===== src/rtl/chess_move_detector_if.sv =====
// Bus between the chess layout matrix / display side and the move detector.
// The master drives the board snapshot and history pops. The slave (detector)
// returns move events, turn/count, and the move-history FIFO head and status.
interface chess_move_detector_if #(
  parameter int CHESS_SQUARES = 64,
  parameter int SQUARE_WIDTH  = 8,
  parameter int COUNT_WIDTH   = 8
);
  localparam int MATRIX_WIDTH = CHESS_SQUARES * SQUARE_WIDTH;

  logic [MATRIX_WIDTH-1:0] Layout;
  logic                    HistRdEn;
  logic                    MoveValid;
  logic                    MoveError;
  logic [5:0]              MoveSrc;
  logic [5:0]              MoveDst;
  logic [3:0]              MovePiece;
  logic [3:0]              CapturedPiece;
  logic                    Turn;
  logic [COUNT_WIDTH-1:0]  MoveCount;
  logic [11:0]             HistRdData;
  logic                    HistEmpty;
  logic                    HistFull;
  logic                    HistOverflow;

  modport master (
    output Layout, HistRdEn,
    input  MoveValid, MoveError, MoveSrc, MoveDst, MovePiece, CapturedPiece,
           Turn, MoveCount, HistRdData, HistEmpty, HistFull, HistOverflow
  );

  modport slave (
    input  Layout, HistRdEn,
    output MoveValid, MoveError, MoveSrc, MoveDst, MovePiece, CapturedPiece,
           Turn, MoveCount, HistRdData, HistEmpty, HistFull, HistOverflow
  );
endinterface


===== src/rtl/chess_move_detector.sv =====
// Turns successive board snapshots into move/error pulses.
// It tracks the side to move and the move count, and logs {src,dst} of each
// valid move in a first-word-fall-through history FIFO. When the FIFO is full,
// the FIFO drops its oldest entry.
module chess_move_detector #(
  parameter int CHESS_SQUARES = 64,
  parameter int SQUARE_WIDTH  = 8,
  parameter int MATRIX_WIDTH  = CHESS_SQUARES * SQUARE_WIDTH,
  parameter int HIST_DEPTH    = 16,
  parameter int COUNT_WIDTH   = 8
) (
  input logic                 OutClock,
  input logic                 resetApp,
  chess_move_detector_if.slave bus
);
  localparam int                PTR_W     = $clog2(HIST_DEPTH);
  localparam logic [PTR_W:0]    PTR_ONE   = {{PTR_W{1'b0}}, 1'b1};
  localparam logic [PTR_W:0]    DEPTH_C   = HIST_DEPTH[PTR_W:0];
  localparam logic [COUNT_WIDTH-1:0] CNT_ONE = {{(COUNT_WIDTH-1){1'b0}}, 1'b1};

  logic [MATRIX_WIDTH-1:0] layout_s;
  logic [3:0]              cur_s  [CHESS_SQUARES];
  logic [3:0]              prev_q [CHESS_SQUARES];
  logic                    primed_q;
  logic                    unused_flags_s;

  logic [1:0] diff_cnt_s;
  logic [5:0] first_s, last_s, src_s, dst_s;
  logic       any_s, pair_ok_s, valid_s, error_s;

  logic                   move_valid_q, move_error_q, turn_q, turn_d;
  logic [5:0]             src_q, src_d, dst_q, dst_d;
  logic [3:0]             piece_q, piece_d, cap_q, cap_d;
  logic [COUNT_WIDTH-1:0] count_q, count_d;

  logic [11:0]    hist_mem_q [HIST_DEPTH];
  logic [PTR_W:0] wr_ptr_q, wr_ptr_d, rd_ptr_q, rd_ptr_d, occ_s;
  logic           push_s, pop_s, drop_s;
  logic [11:0]    push_data_s, rd_data_q, rd_data_d;
  logic           empty_q, empty_d, full_q, full_d, ovf_q, ovf_d;

  assign layout_s = bus.Layout;
  // Only the colour and piece bits are compared.
  // Cursor/lock flags are deliberately ignored, so they are folded into a sink.
  assign unused_flags_s = ^layout_s;

  // Extract the {colour, piece} nibble of every square.
  always_comb begin
    for (int i = 0; i < CHESS_SQUARES; i++) begin
      cur_s[i] = layout_s[i*SQUARE_WIDTH +: 4];
    end
  end

  // Snapshot register: the first edge after reset primes, and every later edge refreshes.
  always_ff @(posedge OutClock or posedge resetApp) begin
    if (resetApp) begin
      primed_q <= 1'b0;
      for (int i = 0; i < CHESS_SQUARES; i++) prev_q[i] <= 4'd0;
    end else begin
      primed_q <= 1'b1;
      prev_q   <= cur_s;
    end
  end

  // Count the squares that differ, saturating at 3.
  // Also record the first and last differing square.
  always_comb begin
    diff_cnt_s = 2'd0;
    first_s    = 6'd0;
    last_s     = 6'd0;
    any_s      = 1'b0;
    for (int i = 0; i < CHESS_SQUARES; i++) begin
      if (cur_s[i] != prev_q[i]) begin
        if (!any_s) first_s = 6'(i);
        else        first_s = first_s;
        any_s  = 1'b1;
        last_s = 6'(i);
        if (diff_cnt_s != 2'd3) diff_cnt_s = diff_cnt_s + 2'd1;
        else                    diff_cnt_s = diff_cnt_s;
      end else begin
        any_s = any_s;
      end
    end
  end

  // Classify a two-square change.
  // It is a move when one square emptied and the other now holds that piece.
  always_comb begin
    pair_ok_s = 1'b0;
    src_s     = first_s;
    dst_s     = last_s;
    if (diff_cnt_s == 2'd2) begin
      if (cur_s[first_s] == 4'd0 && prev_q[first_s] != 4'd0 &&
          cur_s[last_s] == prev_q[first_s]) begin
        pair_ok_s = 1'b1;
      end else if (cur_s[last_s] == 4'd0 && prev_q[last_s] != 4'd0 &&
                   cur_s[first_s] == prev_q[last_s]) begin
        pair_ok_s = 1'b1;
        src_s     = last_s;
        dst_s     = first_s;
      end else begin
        pair_ok_s = 1'b0;
      end
    end else begin
      pair_ok_s = 1'b0;
    end
  end

  assign valid_s = primed_q && pair_ok_s && (prev_q[src_s][3] == turn_q);
  assign error_s = primed_q && any_s && !valid_s;

  // Next values for the move record, the turn and the counter.
  // These advance only on a valid move.
  always_comb begin
    if (valid_s) begin
      src_d   = src_s;
      dst_d   = dst_s;
      piece_d = prev_q[src_s];
      cap_d   = prev_q[dst_s];
      turn_d  = ~turn_q;
      count_d = count_q + CNT_ONE;
    end else begin
      src_d   = src_q;
      dst_d   = dst_q;
      piece_d = piece_q;
      cap_d   = cap_q;
      turn_d  = turn_q;
      count_d = count_q;
    end
  end

  // Register the event pulses and the move record.
  always_ff @(posedge OutClock or posedge resetApp) begin
    if (resetApp) begin
      move_valid_q <= 1'b0;
      move_error_q <= 1'b0;
      src_q        <= 6'd0;
      dst_q        <= 6'd0;
      piece_q      <= 4'd0;
      cap_q        <= 4'd0;
      turn_q       <= 1'b1;
      count_q      <= '0;
    end else begin
      move_valid_q <= valid_s;
      move_error_q <= error_s;
      src_q        <= src_d;
      dst_q        <= dst_d;
      piece_q      <= piece_d;
      cap_q        <= cap_d;
      turn_q       <= turn_d;
      count_q      <= count_d;
    end
  end

  // FIFO next state.
  // A push into a full FIFO without a pop overwrites the oldest slot, because
  // there wr and rd share an index; the read pointer then advances past it.
  always_comb begin
    pop_s       = bus.HistRdEn && !empty_q;
    push_s      = valid_s;
    push_data_s = {src_s, dst_s};
    drop_s      = push_s && full_q && !pop_s;
    if (push_s) wr_ptr_d = wr_ptr_q + PTR_ONE;
    else        wr_ptr_d = wr_ptr_q;
    if (pop_s || drop_s) rd_ptr_d = rd_ptr_q + PTR_ONE;
    else                 rd_ptr_d = rd_ptr_q;
    occ_s   = wr_ptr_d - rd_ptr_d;
    empty_d = (occ_s == '0);
    full_d  = (occ_s == DEPTH_C);
    ovf_d   = ovf_q | drop_s;
    if (push_s && (rd_ptr_d[PTR_W-1:0] == wr_ptr_q[PTR_W-1:0])) begin
      rd_data_d = push_data_s;
    end else begin
      rd_data_d = hist_mem_q[rd_ptr_d[PTR_W-1:0]];
    end
  end

  // History storage write port; the storage holds no reset state.
  always_ff @(posedge OutClock) begin
    if (push_s) hist_mem_q[wr_ptr_q[PTR_W-1:0]] <= push_data_s;
    else        hist_mem_q[wr_ptr_q[PTR_W-1:0]] <= hist_mem_q[wr_ptr_q[PTR_W-1:0]];
  end

  // FIFO pointers, status flags and the registered head entry.
  always_ff @(posedge OutClock or posedge resetApp) begin
    if (resetApp) begin
      wr_ptr_q  <= '0;
      rd_ptr_q  <= '0;
      empty_q   <= 1'b1;
      full_q    <= 1'b0;
      ovf_q     <= 1'b0;
      rd_data_q <= 12'd0;
    end else begin
      wr_ptr_q  <= wr_ptr_d;
      rd_ptr_q  <= rd_ptr_d;
      empty_q   <= empty_d;
      full_q    <= full_d;
      ovf_q     <= ovf_d;
      rd_data_q <= rd_data_d;
    end
  end

  assign bus.MoveValid     = move_valid_q;
  assign bus.MoveError     = move_error_q;
  assign bus.MoveSrc       = src_q;
  assign bus.MoveDst       = dst_q;
  assign bus.MovePiece     = piece_q;
  assign bus.CapturedPiece = cap_q;
  assign bus.Turn          = turn_q;
  assign bus.MoveCount     = count_q;
  assign bus.HistRdData    = rd_data_q;
  assign bus.HistEmpty     = empty_q;
  assign bus.HistFull      = full_q;
  assign bus.HistOverflow  = ovf_q;
endmodule


===== src/flat_wrapper.sv =====
// flat-port wrapper written by rule: the top's interface ports become plain ports
module chess_move_detector_flat 
#(
  parameter int CHESS_SQUARES = 64,
  parameter int SQUARE_WIDTH  = 8,
  parameter int MATRIX_WIDTH  = CHESS_SQUARES * SQUARE_WIDTH,
  parameter int HIST_DEPTH    = 16,
  parameter int COUNT_WIDTH   = 8
)
  (OutClock, resetApp, bus_Layout, bus_HistRdEn, bus_MoveValid, bus_MoveError, bus_MoveSrc, bus_MoveDst, bus_MovePiece, bus_CapturedPiece, bus_Turn, bus_MoveCount, bus_HistRdData, bus_HistEmpty, bus_HistFull, bus_HistOverflow);
  chess_move_detector_if #(.CHESS_SQUARES(CHESS_SQUARES), .SQUARE_WIDTH(SQUARE_WIDTH), .COUNT_WIDTH(COUNT_WIDTH)) bus_i ();
  input logic OutClock;
  input logic resetApp;
  input wire logic [$bits(bus_i.Layout)-1:0] bus_Layout;
  input wire logic [$bits(bus_i.HistRdEn)-1:0] bus_HistRdEn;
  output wire logic [$bits(bus_i.MoveValid)-1:0] bus_MoveValid;
  output wire logic [$bits(bus_i.MoveError)-1:0] bus_MoveError;
  output wire logic [$bits(bus_i.MoveSrc)-1:0] bus_MoveSrc;
  output wire logic [$bits(bus_i.MoveDst)-1:0] bus_MoveDst;
  output wire logic [$bits(bus_i.MovePiece)-1:0] bus_MovePiece;
  output wire logic [$bits(bus_i.CapturedPiece)-1:0] bus_CapturedPiece;
  output wire logic [$bits(bus_i.Turn)-1:0] bus_Turn;
  output wire logic [$bits(bus_i.MoveCount)-1:0] bus_MoveCount;
  output wire logic [$bits(bus_i.HistRdData)-1:0] bus_HistRdData;
  output wire logic [$bits(bus_i.HistEmpty)-1:0] bus_HistEmpty;
  output wire logic [$bits(bus_i.HistFull)-1:0] bus_HistFull;
  output wire logic [$bits(bus_i.HistOverflow)-1:0] bus_HistOverflow;
  assign bus_i.Layout = bus_Layout;
  assign bus_i.HistRdEn = bus_HistRdEn;
  assign bus_MoveValid = bus_i.MoveValid;
  assign bus_MoveError = bus_i.MoveError;
  assign bus_MoveSrc = bus_i.MoveSrc;
  assign bus_MoveDst = bus_i.MoveDst;
  assign bus_MovePiece = bus_i.MovePiece;
  assign bus_CapturedPiece = bus_i.CapturedPiece;
  assign bus_Turn = bus_i.Turn;
  assign bus_MoveCount = bus_i.MoveCount;
  assign bus_HistRdData = bus_i.HistRdData;
  assign bus_HistEmpty = bus_i.HistEmpty;
  assign bus_HistFull = bus_i.HistFull;
  assign bus_HistOverflow = bus_i.HistOverflow;
  chess_move_detector #(.CHESS_SQUARES(CHESS_SQUARES), .SQUARE_WIDTH(SQUARE_WIDTH), .MATRIX_WIDTH(MATRIX_WIDTH), .HIST_DEPTH(HIST_DEPTH), .COUNT_WIDTH(COUNT_WIDTH)) u_core (.OutClock(OutClock), .resetApp(resetApp), .bus(bus_i));
endmodule

===== config.mk =====
export PLATFORM = sky130hd
export DESIGN_NAME = chess_move_detector_flat
export DESIGN_NICKNAME = d
export VERILOG_FILES = /design/src/rtl/chess_move_detector_if.sv /design/src/rtl/chess_move_detector.sv /design/src/flat_wrapper.sv
export SDC_FILE = /design/constraint.sdc
export NUM_CORES = 2
export LEC_CHECK = 0
export ABC_AREA = 1
export ABC_CLOCK_PERIOD_IN_PS = 12300
export BUFFER_PORTS_ARGS = -buffer_cell sky130_fd_sc_hd__buf_4
export CAP_MARGIN = 20
export CORE_MARGIN = 2
export CORE_UTILIZATION = 43
export DETAILED_ROUTE_END_ITERATION = 16
export HOLD_SLACK_MARGIN = 0.05
export REMOVE_ABC_BUFFERS = 1
export SKIP_CTS_REPAIR_TIMING = 1
export SYNTH_ARGS = -nofsm -noshare
export SYNTH_HDL_FRONTEND = slang
export SYNTH_SLANG_ARGS = --single-unit
export TNS_END_PERCENT = 50

===== constraint.sdc =====
create_clock -name OutClock -period 12.3 [get_ports OutClock]
set_input_delay 2.46 -clock OutClock [delete_from_list [all_inputs] [get_ports OutClock]]
set_output_delay 2.46 -clock OutClock [all_outputs]
set_load 0.01 [all_outputs]

==> summary.md <==
| Metric | Value |
|---|---|
| WHS | about 0.48 ns |
| Final ANT Viol Nets | 0 |
| Gr ovfl total | 0 |
| Cells after Synth | 6123 |
| Placed Cells incl. Taps | 8348 |
| Max clock buf depth | 3 |
| Crit path launch type | input port |
| Yosys cell types | 78 |
| Comb pwr share | roughly two fifths |
| YS warnings | 0 |
| Nets | just under 8000 |
| Critical-path top delay cell | ha_1 |
| Cell-internal power | 0.004038 W |
| First-pass GRT wire length | 305200 um |
| CTS tree | done |
| Max-cap viol count | 0 |
| Area Growth Syn to Fin | 33.48% |
| Fraction of registers with async set/reset | 61.98% |
| Crit-path max FO | 7 |
| Mapped cell area | around 0.042 sq mm |
| Fillers | 9184 |
| Clock root buffer | clkbuf_16 |
| Pin count of the biggest net entering global routing | 80 |
| Crit path launch | bus_Layout[8] |
| Tot Pwr | 0.006598 W |
| Die W | about 320 um |
| Via density | slightly above 6 |
| Setup WS post-layout | -3.087 ns |
| Most used DFF post-synth | dfrtp_1 |
| Vias in the first global route | about 48000 |
| Rel. slew slack | 22.93% |
| Number of flops mapped to enable cells by yosys | 192 |
| Slew at the pin closest to its max-slew limit | 1.155 ns |
| Die Span Y | 317.0 um |
| Clock Pin Slew Worst Setup and Hold Paths | approximately 0.060 ns |
| Switching fraction of total power | between 30 and 40% |
| CORE AREA | 0.09685 sq mm |
| Yosys top cell by area | dfrtp_1 |
| Worst Setup End Kind | flip-flop |
| First drt pass iteration count | 6 |
| Worst vdd ir | 0.0001105 V |
| Fin cells | around 8500 |
| Violated checks | negative setup slack |
| Crit-path max cell delay | 0.30 ns |
| Sequential Power Share | around 29% |
| Clk pwr share | just under 30% |
| Layout cells sized above 1 | 26.18% |
| Final Hold Vio Count | 0 |
| Net Switching | 0.002560 W |
| Final Routed Wirelength | 210200 um |
| Post-DP HPWL | approximately 160000 um |
| Yosys top cell area share | 18.47% |
| RSZ-0062 raised after global routing | yes |
| I/O pin count | 561 |
| Setup-failing EPs final | 440 |
| H-tree depth | 2 |
| P per Cell Area | around 120 mW/mm^2 |
| Initial Util | between 40% and 50% |
| Placed Area | 0.05304 sq mm |
| Row cnt | about 110 |
| Die Footprint | a little over 0.1 sq mm |
| Reg-to-reg critical path startpoint | u_core.prev_q[252] |
| Layout Skew | 0.05152 ns |
| CP Class | input port to flip-flop |
| Syn_area_per_cell | 6.881 sq um |
| Initial antenna violation count | 13 |
| Final setup TNS | -827.01 ns |
| Via Count | 51354 |
| Hold Crit Class | flip-flop to flip-flop |
| Initial DRC count | between 6000 and 7000 |
| Period utilization | 125.1% |
| Min cycle time layout | 15.39 ns |
| Total CTS buffers | 58 |
| Crit path required time | 12.90 ns |
| Worst path most repeated cell | nand2_2 |
| Routability cong. | 1.060 |
| Seq cells post-synth | 505 |
| GR Util All Layers | 40.69% |
| Min-delay src | u_core.bus.MoveCount[7] |
| Port Buffers | 304 |
| Sequential-to-total area share from yosys stat | 32.28% |
| Design Area, Final | 0.05624 sq mm |
| Synth top area cells | dfrtp_1, edfxtp_1, nand2_1, o21ai_0, nand3_1 |
| Clk_lat worst skew | just over 0.7 ns |
| Worst EP arrival | 15.99 ns |
| Status | complete, but fails checks |
| Remaining DRCs | 0 |
| Routed len/inst | about 25 um |
| Static leakage | between 20 and 30 nW |
| Fmax | 64.99 MHz |
| Clock Sinks | 505 |
| Max Slew Vio Count | 0 |
-- critical path: cells and delay by family --
family	cells	cell delay (ns)
simple gates	116	11.42
compound gates	5	0.64
fa+ha+maj	2	0.58
buf+inv	5	0.44
xor+xnor	2	0.40
-- synth_stat cells, types with 11 or more instances --
master       n
a32o_1      57
nand3b_1    73
clkbuf_1   269
edfxtp_1   192
inv_1      474
o221ai_1    51
o21ai_1     11
o22ai_1     28
buf_4       33
o31ai_1     11
nor2_1     448
nand2_2     67
o311ai_0    66
a21oi_1    544
buf_6       25
and3_1      52
xor2_1      91
o21a_1      13
buf_2       37
xnor2_1    125
or2_2       61
ha_1        13
o21ai_0    687
clkinv_1    22
nand2_1   1212
a211oi_1    33
inv_2       35
nor3_1      30
dfrtp_1    311
buf_1       47
a221oi_1    17
nand3_2     16
a31oi_1     15
nand3_1    571
o211ai_1   123
nand4_1    153
-- cell type report --
| type | instances | area [sq um] | share of cell area, % |
|---|---|---|---|
| Tap cell | 1276 | 1597 | 2.839 |
| Multi-Input combinational cell | 4657 | 25310 | 45.00 |
| Inverter | 535 | 2067 | 3.675 |
| Antenna cell | 8 | 20.02 | 0.03560 |
| Sequential cell | 505 | 13600 | 24.18 |
| Clock inverter | 31 | 426.7 | 0.7586 |
| Timing Repair Buffer | 1396 | 11560 | 20.55 |
| Clock buffer | 76 | 1653 | 2.939 |
| Timing Repair inverter | 1 | 7.507 | 0.01335 |
-- power groups by stage --
stage | logic, W | registers, W | clock network, W
3_3_place_gp | 0.00255 | 0.00193 | 0
5_1_grt | 0.00295 | 0.00191 | 0.00201
4_1_cts | 0.00259 | 0.00190 | 0.00194
6_report | 0.00276 | 0.00191 | 0.00193
3_5_place_dp | 0.00258 | 0.00193 | 0
2_1_floorplan | 0.00132 | 0.00192 | 0
-- cells in the final DEF (no fill, tap or decap), types with 123 or more instances in the layout --
cell      Yosys  layout
buf_4        33    1294
nand2_1    1212    1124
o21ai_0     687     686
a21oi_1     544     536
nand3_1     571     532
inv_1       474     457
nor2_1      448     438
dfrtp_1     311     311
edfxtp_1    192     192
nand4_1     153     153
nand2_2      67     132
xnor2_1     125     125
o211ai_1    123     123
-- cell families after synthesis --
group / synth area share [%]
compound gates: 23.72
xor+xnor: 4.490
fa+ha+maj: 0.3861
buf+inv: 9.764
flops: 32.28
mux: 0.07721
other cells: 0.008900
simple gates: 29.27
-- final timing paths --
check,endpoint,slack (ns),depth (start not counted)
max in group asynchronous,u_core.prev_q[34],8.37,4
min in group asynchronous,u_core.prev_q[223],1.86,2
setup / recovery,u_core.bus.HistFull,-3.09,130
hold reg to reg,u_core.bus.MoveCount[7],0.48,1
setup reg to reg,u_core.bus.HistFull,-1.61,131
hold / removal,u_core.bus.MoveCount[7],0.48,1
-- flip-flops by register name, summed over array words and instances (netlist names), 5 cells and up --
| register | cells |
|---|---|
| u_core.bus.MoveCount | 8 |
| u_core.rd_ptr_q | 5 |
| u_core.prev_q | 256 |
| u_core.hist_mem_q | 192 |
| u_core.wr_ptr_q | 5 |
| u_core.bus.MoveDst | 6 |
| u_core.bus.HistRdData | 12 |
| u_core.bus.MoveSrc | 6 |
-- stage by stage --
step	utilization, %	setup slack [ns]
4_1_cts	56.91	-2.956
2_1_floorplan	-	-20.57
3_5_place_dp	54.76	-3.552
6_report	58.07	-3.087
5_1_grt	58.06	-4.340
3_3_place_gp	54.76	-3.412
-- per-layer routing --
metal / GRT usage (%) / wire length (um)
met1: 52.21 / 81650
met2: 61.90 / 89630
met4: 24.51 / 15150
met3: 10.04 / 23720
met5: 0 / 38
Note: power is estimated with default switching activity, not from simulation.
